### src/rtl/serial_add_ctrl.sv
// serial_add_ctrl: bit-serial adder controller, one half-adder pair per clock, LSB first,
// with a start/busy/done handshake and registered sum/carry_out.
module serial_add_ctrl #(
  parameter int WIDTH = 8
) (
  input  logic             clk,
  input  logic             rst_n,
  input  logic             start,
  input  logic [WIDTH-1:0] op_a,
  input  logic [WIDTH-1:0] op_b,
  output logic             busy,
  output logic             done,
  output logic [WIDTH-1:0] sum,
  output logic             carry_out
);
  localparam int CW = $clog2(WIDTH + 1);
  localparam logic [1:0] IDLE = 2'd0;
  localparam logic [1:0] RUN  = 2'd1;
  localparam logic [1:0] DONE = 2'd2;
  logic [1:0]       state_q, state_d;
  logic [WIDTH-1:0] a_q, a_d, b_q, b_d, ps_q, ps_d, sum_q, sum_d, ps_nx;
  logic [CW-1:0]    cnt_q, cnt_d;
  logic             c_q, c_d, cout_q, cout_d;
  logic             h1, g1, s, c_nx, last;
  always_comb begin
    h1      = a_q[0] ^ b_q[0];
    g1      = a_q[0] & b_q[0];
    s       = h1 ^ c_q;
    c_nx    = g1 | (h1 & c_q);
    ps_nx   = WIDTH'({s, ps_q} >> 1);
    last    = cnt_q == CW'(WIDTH - 1);
    state_d = state_q;
    a_d     = a_q;
    b_d     = b_q;
    ps_d    = ps_q;
    c_d     = c_q;
    cnt_d   = cnt_q;
    sum_d   = sum_q;
    cout_d  = cout_q;
    if (state_q == IDLE) begin
      if (start) begin
        a_d     = op_a;
        b_d     = op_b;
        ps_d    = '0;
        c_d     = 1'b0;
        cnt_d   = '0;
        state_d = RUN;
      end
    end else if (state_q == RUN) begin
      a_d   = a_q >> 1;
      b_d   = b_q >> 1;
      ps_d  = ps_nx;
      c_d   = c_nx;
      cnt_d = last ? cnt_q : cnt_q + 1'b1;
      if (last) begin
        sum_d   = ps_nx;
        cout_d  = c_nx;
        state_d = DONE;
      end
    end else begin
      state_d = IDLE;
    end
  end
  always_ff @(posedge clk or negedge rst_n) begin
    if (!rst_n) begin
      state_q <= IDLE;
      a_q     <= '0;
      b_q     <= '0;
      ps_q    <= '0;
      c_q     <= 1'b0;
      cnt_q   <= '0;
      sum_q   <= '0;
      cout_q  <= 1'b0;
    end else begin
      state_q <= state_d;
      a_q     <= a_d;
      b_q     <= b_d;
      ps_q    <= ps_d;
      c_q     <= c_d;
      cnt_q   <= cnt_d;
      sum_q   <= sum_d;
      cout_q  <= cout_d;
    end
  end
  assign busy      = state_q == RUN;
  assign done      = state_q == DONE;
  assign sum       = sum_q;
  assign carry_out = cout_q;
endmodule

### config.mk
export PLATFORM = sky130hd
export DESIGN_NAME = serial_add_ctrl
export DESIGN_NICKNAME = d
export VERILOG_FILES = /design/src/rtl/serial_add_ctrl.sv
export SDC_FILE = /design/constraint.sdc
export NUM_CORES = 1
export LEC_CHECK = 0
export CAP_MARGIN = 20
export CORE_MARGIN = 1
export CORE_UTILIZATION = 40
export DETAILED_ROUTE_END_ITERATION = 10
export GPL_TIMING_DRIVEN = 0
export PLACE_DENSITY = 0.72
export SLEW_MARGIN = 20
export SYNTH_ARGS = -nofsm -noshare
export SYNTH_HDL_FRONTEND = slang
export SYNTH_SLANG_ARGS = --single-unit
### constraint.sdc
create_clock -name clk -period 2.58 [get_ports clk]
set_input_delay 0.516 -clock clk [delete_from_list [all_inputs] [get_ports clk]]
set_output_delay 0.516 -clock clk [all_outputs]
set_load 0.005 [all_outputs]
# Word-level counts from Yosys, hierarchy flattened
# Cells that the tools add are included.
dict set report word_totals {
  reg_bits 40
  input_bits 19
  out_inout_bits 11
  word_cells 47
}
dict set report classes {
  n_addsub 1
  n_eq_ne 6
  n_mux 20
  n_bitwise 6
  n_reduce_logical 6
}
# cell count
set ops {}
lappend ops {{two-way mux 8 bit} 9}
lappend ops {{two-way mux 4 bit} 4}
lappend ops {{two-way mux 2 bit} 4}
lappend ops {{AND reduction 3 bit} 2}
lappend ops {{adder 4 x 1 -> 4 bit, second input constant} 1}
lappend ops {{== test 4 x 3 -> 1 bit, second input constant} 1}
lappend ops {{AND reduction 2 bit} 2}
lappend ops {{two-way mux 1 bit} 3}
lappend ops {{inequality test 3 x 1 -> 1 bit, second input constant} 1}
lappend ops {{bitwise AND 1 bit} 2}
lappend ops {{== test 2 x 1 -> 1 bit, second input constant} 1}
lappend ops {{== test 2 bit, second input constant} 1}
lappend ops {{zero test 2 bit} 1}
lappend ops {{inequality test 2 x 1 -> 1 bit, second input constant} 1}
lappend ops {{inequality test 2 bit, second input constant} 1}
lappend ops {{nonzero test 2 bit} 1}
lappend ops {{bitwise XOR 1 bit} 2}
lappend ops {{NOT 1 bit} 1}
lappend ops {{OR 1 bit} 1}

# Longest topological paths before layout
# Gate-level depths: netlist of the first run.
dict set report logic_depth {
  depth_word 5
  mapped_depth 5
  depth_no_buf 4
}

# Worst setup path after synthesis of the first run
# OpenSTA, ideal clock, no wires.
dict set report synth_path {
  path_type {flip-flop to output port}
  from {register state_q[1]}
  to {output port done}
  arrival_time_ns 0.949
  required_ns 2.064
  setup_slack_ns 1.115
  stages_incl_launch_ff 4
  path_buffers 2
  path_cell_list {dfrtp_1 -> buf_4 -> clkbuf_1 -> nor2b_1}
}
dict set report synth_between {
  elab_chain_cells 1
}
# element line_no
set synth_lines {}
lappend synth_lines {{start, declared} 20} ;# logic [1:0] state_q, state_d;
lappend synth_lines {{start signal, assigned} 75} ;# state_q <= state_d;
lappend synth_lines {{== test 2 bit} 86} ;# assign done = state_q == DONE;
lappend synth_lines {{end, declared} 12} ;# output logic done,
# Every way passes these cells.

# Final worst setup path of the first run
# Same ends and word-level chain as after synthesis.

==> results.yml, run 1 <==
synth:
  syn_area_um2: 1753
  synthCells: 153
  yosys.area.top_type: "dfrtp_1"
  ys_ff_latch: 39
  yosys_warnings: 0
  syn_area_per_cell_um2: 11.46
  ys_seq_area_share_pct: 55.67
  synth_top_area_share_pct: 55.67
  synth_nets: 174
  synth.area.top_cells: "dfrtp_1 (56%), mux2_2 (5.8%), a22oi_1 (5.1%)"
  ys_types: 27
global_route:
  grt_start_max_net_pins: 33
  grt_pass1_vias: 1328
  grt_antenna_before_repair: 0
  track_usage_pct: 18.63
  overflow: 0
  grt_pass1_wl_um: 6244
job:
  maxCapViolations: 0
detailed_routing:
  wl_um: 3825
  viasPerCell: 5.544
  ant_nets: 0
  vias: 1336
  first_pass_iters: 5
  drt-initial-drc-count: 67
  routedWlPerCell_um: 15.87
  drc: 0
cells_and_area:
  fin_area_um2: 2206
  antennaDiodeCount: 0
  multi_input_area_um2: 714.4
  ff_latch_area_um2: 975.9
  nets: 211
  area_growth_syn_to_layout_pct: 25.84
  finish.utilization_pct: 53.60
  num-fill-cells: 361
  drive_gt1_share_pct: 14.14
pwr:
  swShare_pct: 34.44
  p_seq_share_pct: 45.5
  cellPowerDensity_nw_per_um2: 1024
  power.internal_mw: 1.481
  p_switching_mw: 0.7779
  comb_power_share_pct: 36.8
  pwr-share-clk_pct: 17.7
  ir_drop_mv: 0.5153
  p_leak_nw: 0.9731
cts:
  cts_buffers: 5
  ctsHoldBuffers: 0
  cts.sinks: 39
  htreeDepth: 2
  post_cts_resized: 0
  clock_latency_ns: 0.29
  cts_tree: "done"
  clk_pin_slew_ns: 0.08
  cts_root_buf: "clkbuf_8"
  cts_setup_buffers: 0
  clockBufferDepth: 2
placement:
  io_buffers: 29
  place.gp.congestion: 0.7565
  placed_area_um2: 2121
  dp_hpwl_um: 2706
hold_path:
  hold_path_class: "input port to async pin"
sta:
  period_needed_ns: 2.459
  finalSetupTns_ns: 0
  final_max_slew_viol_count: 0
  rsz0062_at_grt: "false"
  clock_skew_ns: 0.007043
  fin_crit_sh_pct: 95.32
  worst_slew_pin_slew_ns: 0.4145
  setup_viol: 0
  fmax_mhz: 406.6
  max_slew_margin_pct: 72.36
  hold_violations: 0
outcome:
  status: "completed"
floorplanning:
  initial_core_util_pct: 42.60
  core_um2: 4115
  die_h_um: 68.20
  die-area_um2: 4651
  die_w_um: 68.20
  io_pins: 30
  rows: 23
worst_setup_path:
  critPathKind: "flip-flop to primary output"
  cp-end-kind: "primary output"
  required_ns: 2.06
  arrival_ns: 1.94
  start_kind: "flip-flop"
  crit_fanout: 10
  r2r_start: "cnt_q[0]$_DFFE_PN0P_"
  startpoint: "state_q[1]$_DFFE_PN0P_"
[sequential cells by signal, summed over array words and instances, names as in the netlist]
name and cells:
a_q 8, b_q 8, cnt_q 4, sum 8, carry_out 1, ps_q 7, state_q 2, c_q 1
[synthesized netlist by cell type]
library cell	number
o21ai_0	17
mux2i_1	1
and2_1	1
o221a_2	1
a41oi_1	1
a22o_1	8
buf_2	5
ha_1	1
nand3b_1	1
inv_1	2
and3b_1	3
mux2_2	9
fa_1	1
nor3b_2	1
and2b_1	5
nand2_1	6
nand3_1	2
clkbuf_1	3
a22oi_1	12
nor2b_1	13
a21oi_1	16
buf_4	1
o21bai_1	1
dfrtp_1	39
o31ai_1	1
buf_6	1
nand4_1	1
[path summary, 6_finish.rpt]
| path | to | slack (ns) | cells past startpoint |
|---|---|---|---|
| max in group asynchronous | b_q[1]$_DFFE_PN0P_ | 2.09 | 2 |
| max | done | 0.12 | 4 |
| max reg2reg | sum[4]$_DFFE_PN0P_ | 0.98 | 5 |
| min | a_q[5]$_DFFE_PN0P_ | 0.06 | 1 |
| min reg2reg | b_q[2]$_DFFE_PN0P_ | 0.50 | 2 |
| min in group clk | b_q[2]$_DFFE_PN0P_ | 0.50 | 2 |
[stage by stage]
| stage | setup slack [ns] | power (mW) | instances | hold WS [ns] |
|---|---|---|---|---|
| after floorplan | 1.115 | 1.522 | 153 | 0.2204 |
| after global placement | 0.1523 | 1.812 | 232 | 0.4676 |
| after detailed placement | 0.4392 | 1.870 | 233 | 0.3834 |
| after CTS | 0.1175 | 2.274 | 241 | 0.06260 |
| after global routing | 0.001538 | 2.411 | 241 | 0.06514 |
| final | 0.1206 | 2.258 | 241 | 0.06321 |
[placed cells by master, fill, tap and decap left out, types with 2 or more instances in the layout]
cell type	Yosys	routed
clkbuf_8	0	5
mux2_2	9	9
nand2_1	6	6
o21ai_0	17	17
dfrtp_1	39	39
and2b_1	5	5
a21oi_1	16	16
buf_2	5	6
a22oi_1	12	12
nor2b_1	13	13
clkdlybuf4s50_1	0	28
and3b_1	3	3
inv_1	2	2
a22o_1	8	8
nand3_1	2	2
clkbuf_1	3	4
[cell families after synthesis]
| logic type | after synthesis | synth area share (%) |
|---|---|---|
| AOI/OAI and AO/OA | 57 | 20.56 |
| muxes | 10 | 6.353 |
| and+or+nand+nor | 33 | 11.99 |
| adders and majority gates | 2 | 1.856 |
| DFF | 39 | 55.67 |
| buffers and inverters | 12 | 3.569 |
[final cells by class]
type	instances	area share (%)
sequential	39	44.24
multi-input combinational	102	32.39
timing repair buffer	30	13.84
clock buffer	6	3.290
tap	50	2.836
buffer	10	2.496
clock inverter	2	0.5672
inverter	2	0.3403
[power by group through the flow]
stage	logic [mW]	clock network (mW)	registers [mW]
5_1_grt	0.921	0.433	1.06
4_1_cts	0.839	0.410	1.03
6_report	0.831	0.400	1.03
3_3_place_gp	0.795	0	1.02
2_1_floorplan	0.533	0	0.989
3_5_place_dp	0.834	0	1.04
[worst max-delay path, stage by stage, from the launching register on]
cell and delay, ns:
dfrtp_1 0.40, buf_4 0.19, clkbuf_1 0.36, nor2b_1 0.19
clkdlybuf4s50_1 0.51
[layer usage]
metal / GRT usage [%] / vias to the layer above / wire length, um
li1: - / 630 / -
met1: 25.80 / 653 / 1796
met2: 28.43 / 44 / 1739
met3: 4.000 / 9 / 222
met4: 7.031 / 0 / 67
met5: 0 / - / 0
Power figures use the tool's default switching activity.
==> run 2, diff against run 1 <==
- CORE_ASPECT_RATIO: default -> 0.7
- HOLD_SLACK_MARGIN: default -> 0.02
==> run 2 against run 1 <==
  * Hold slack gained 0.020 ns
  * Non-clock buffer count unchanged
  * Power hardly changed
  * Die area about the same
  * Setup slack got worse by 0.040 ns
  * Routed wire length grew 2.0%
  * Count of clock-buffer cells in the layout decreased by 1
  * Register-to-register slack worse by 0.02 ns
  * Clock skew about the same
  * Global-route usage increased by 1.2 points
  * Fmax down 1.6%
  * Largest power group unchanged
  * Sequential cell count stayed put
==> results.yml, run 2 (synthesized netlist as in run 1, its figures left out) <==
outcome:
  status: "completed"
detailed_routing:
  vias: 1335
  first_pass_iters: 4
  wl_um: 3900
  routedWlPerCell_um: 16.05
  ant_nets: 0
  viasPerCell: 5.494
  drc: 0
  drt-initial-drc-count: 76
worst_setup_path:
  cp-end-kind: "primary output"
  arrival_ns: 1.98
  startpoint: "state_q[1]$_DFFE_PN0P_"
  required_ns: 2.06
  critPathKind: "flip-flop to primary output"
  critPathMaxStageDelay_ns: 0.50
  slowest_stage: "clkdlybuf4s50_1"
  r2r_start: "cnt_q[0]$_DFFE_PN0P_"
  crit_fanout: 10
  start_kind: "flip-flop"
  path_cells: "buf_4 -> clkbuf_1 -> nor2b_1 -> clkdlybuf4s50_1"
hold_path:
  hold_path_class: "input port to async pin"
placement:
  dp_hpwl_um: 2748
  io_buffers: 29
  pre_cts_ws_ns: 0.4203
  place.gp.congestion: 0.7803
floorplanning:
  initial_core_util_pct: 43.12
  die_w_um: 81.13
  io_pins: 30
  die_h_um: 57.39
  rows: 19
  core_um2: 4065
  die-area_um2: 4655
sta:
  clock_skew_ns: 0.007144
  period_needed_ns: 2.499
  hold_violations: 0
  worst_slew_pin_slew_ns: 0.4465
  finalSetupTns_ns: 0
  fin_crit_sh_pct: 96.87
  setup_viol: 0
  timing.hold.ws_ns: 0.08369
  rsz0062_at_grt: "false"
  fmax_mhz: 400.1
  fin_ws_ns: 0.08079
  final_max_slew_viol_count: 0
  max_slew_margin_pct: 70.23
cells_and_area:
  nets: 211
  layout_common_cells: "dfrtp_1 (39), clkdlybuf4s50_1 (28), o21ai_0 (17)"
  drive_gt1_share_pct: 14.66
  final_common_cell: "dfrtp_1"
  area_growth_syn_to_layout_pct: 25.91
  antennaDiodeCount: 0
cts:
  cts.sinks: 39
  ctsHoldBuffers: 0
  cts_tree: "done"
  cts_setup_buffers: 0
  clk_pin_slew_ns: 0.08
  clockBufferDepth: 2
  cts_root_buf: "clkbuf_8"
  post_cts_resized: 0
  htreeDepth: 2
  clock_latency_ns: 0.30
  cts_buffers: 5
global_route:
  grt_start_max_net_pins: 30
  grt_antenna_before_repair: 0
  overflow: 0
  grt_pass1_vias: 1380
  grt_pass1_wl_um: 6699
  track_usage_pct: 19.85
job:
  maxCapViolations: 0
pwr:
  p_total_mw: 2.259
  cellPowerDensity_nw_per_um2: 1023
  p_leak_nw: 0.9796
  ir_drop_mv: 0.4277
-- run 2: cell types whose count changed in the layout (fill, tap and decap cells not counted) --
cell / before / now
clkbuf_1: 4 / 3
clkinv_2: 1 / 3
clkinvlp_4: 1 / 0
-- run 2: final cells by class --
cell class | instances | area [um^2]
fill | 339 | 1858
sequential | 39 | 975.9
multi-input combinational | 102 | 714.4
timing repair buffer | 30 | 305.3
clock buffer | 5 | 68.82
tap | 52 | 65.06
buffer | 10 | 55.05
clock inverter | 3 | 15.01
inverter | 2 | 7.507
-- run 2: worst max-delay path: cells and delay by family, from the launching register on --
| family | cells | cell delay, ns |
|---|---|---|
| buffers and inverters | 3 | 1.08 |
| DFF | 1 | 0.40 |
| and+or+nand+nor | 1 | 0.20 |
-- run 2: final timing paths --
path / endpoint / slack [ns] / cells after the start
worst min-delay path: b_q[6]$_DFFE_PN0P_ / 0.08 / 1
min in group clk: ps_q[1]$_DFFE_PN0P_ / 0.50 / 1
worst max register to register: sum[2]$_DFFE_PN0P_ / 0.96 / 5
worst max-delay path: done / 0.08 / 4
worst min register to register: ps_q[1]$_DFFE_PN0P_ / 0.50 / 1
max in group asynchronous: sum[0]$_DFFE_PN0P_ / 2.06 / 2
-- run 2: power by group --
part           internal, mW  switching [mW]
Combinational         0.445           0.386
Sequential            0.845           0.182
Clock                 0.185           0.216
Total                  1.48           0.783
-- run 2: routing by layer --
metal	up-vias	global-route usage (%)	part of all wire [%]
met5	-	0	0
met4	0	10.20	1.7
met3	8	5.280	4.2
met2	33	29.17	47
met1	665	27.03	47
li1	629	-	-
-- run 2: metrics by stage --
step                      util, %  instances  area, um^2
after floorplan                 -        153        1753
after global placement      51.86        234        2108
after detailed placement    52.23        235        2123
after CTS                   54.29        243        2207
after global routing        54.29        243        2207
final                       54.29        243        2207
==> run 3, diff against run 2 <==
- clock period: 2.58 -> 3.1 ns (I/O delays scaled with it)
==> results of run 3 <==
Same layout as run 2 (identical final DEF). Status: completed.
Main changes from that run: setup slack after placement 0.4203 ns -> 0.8363 ns; setup slack after layout 0.08079 ns -> 0.4968 ns; hold slack 0.08369 ns -> 0.1877 ns; register-to-register setup slack 0.96 ns -> 1.48 ns; total power 2.259 mW -> 1.880 mW; worst IR drop on VDD 0.4277 mV -> 0.3559 mV
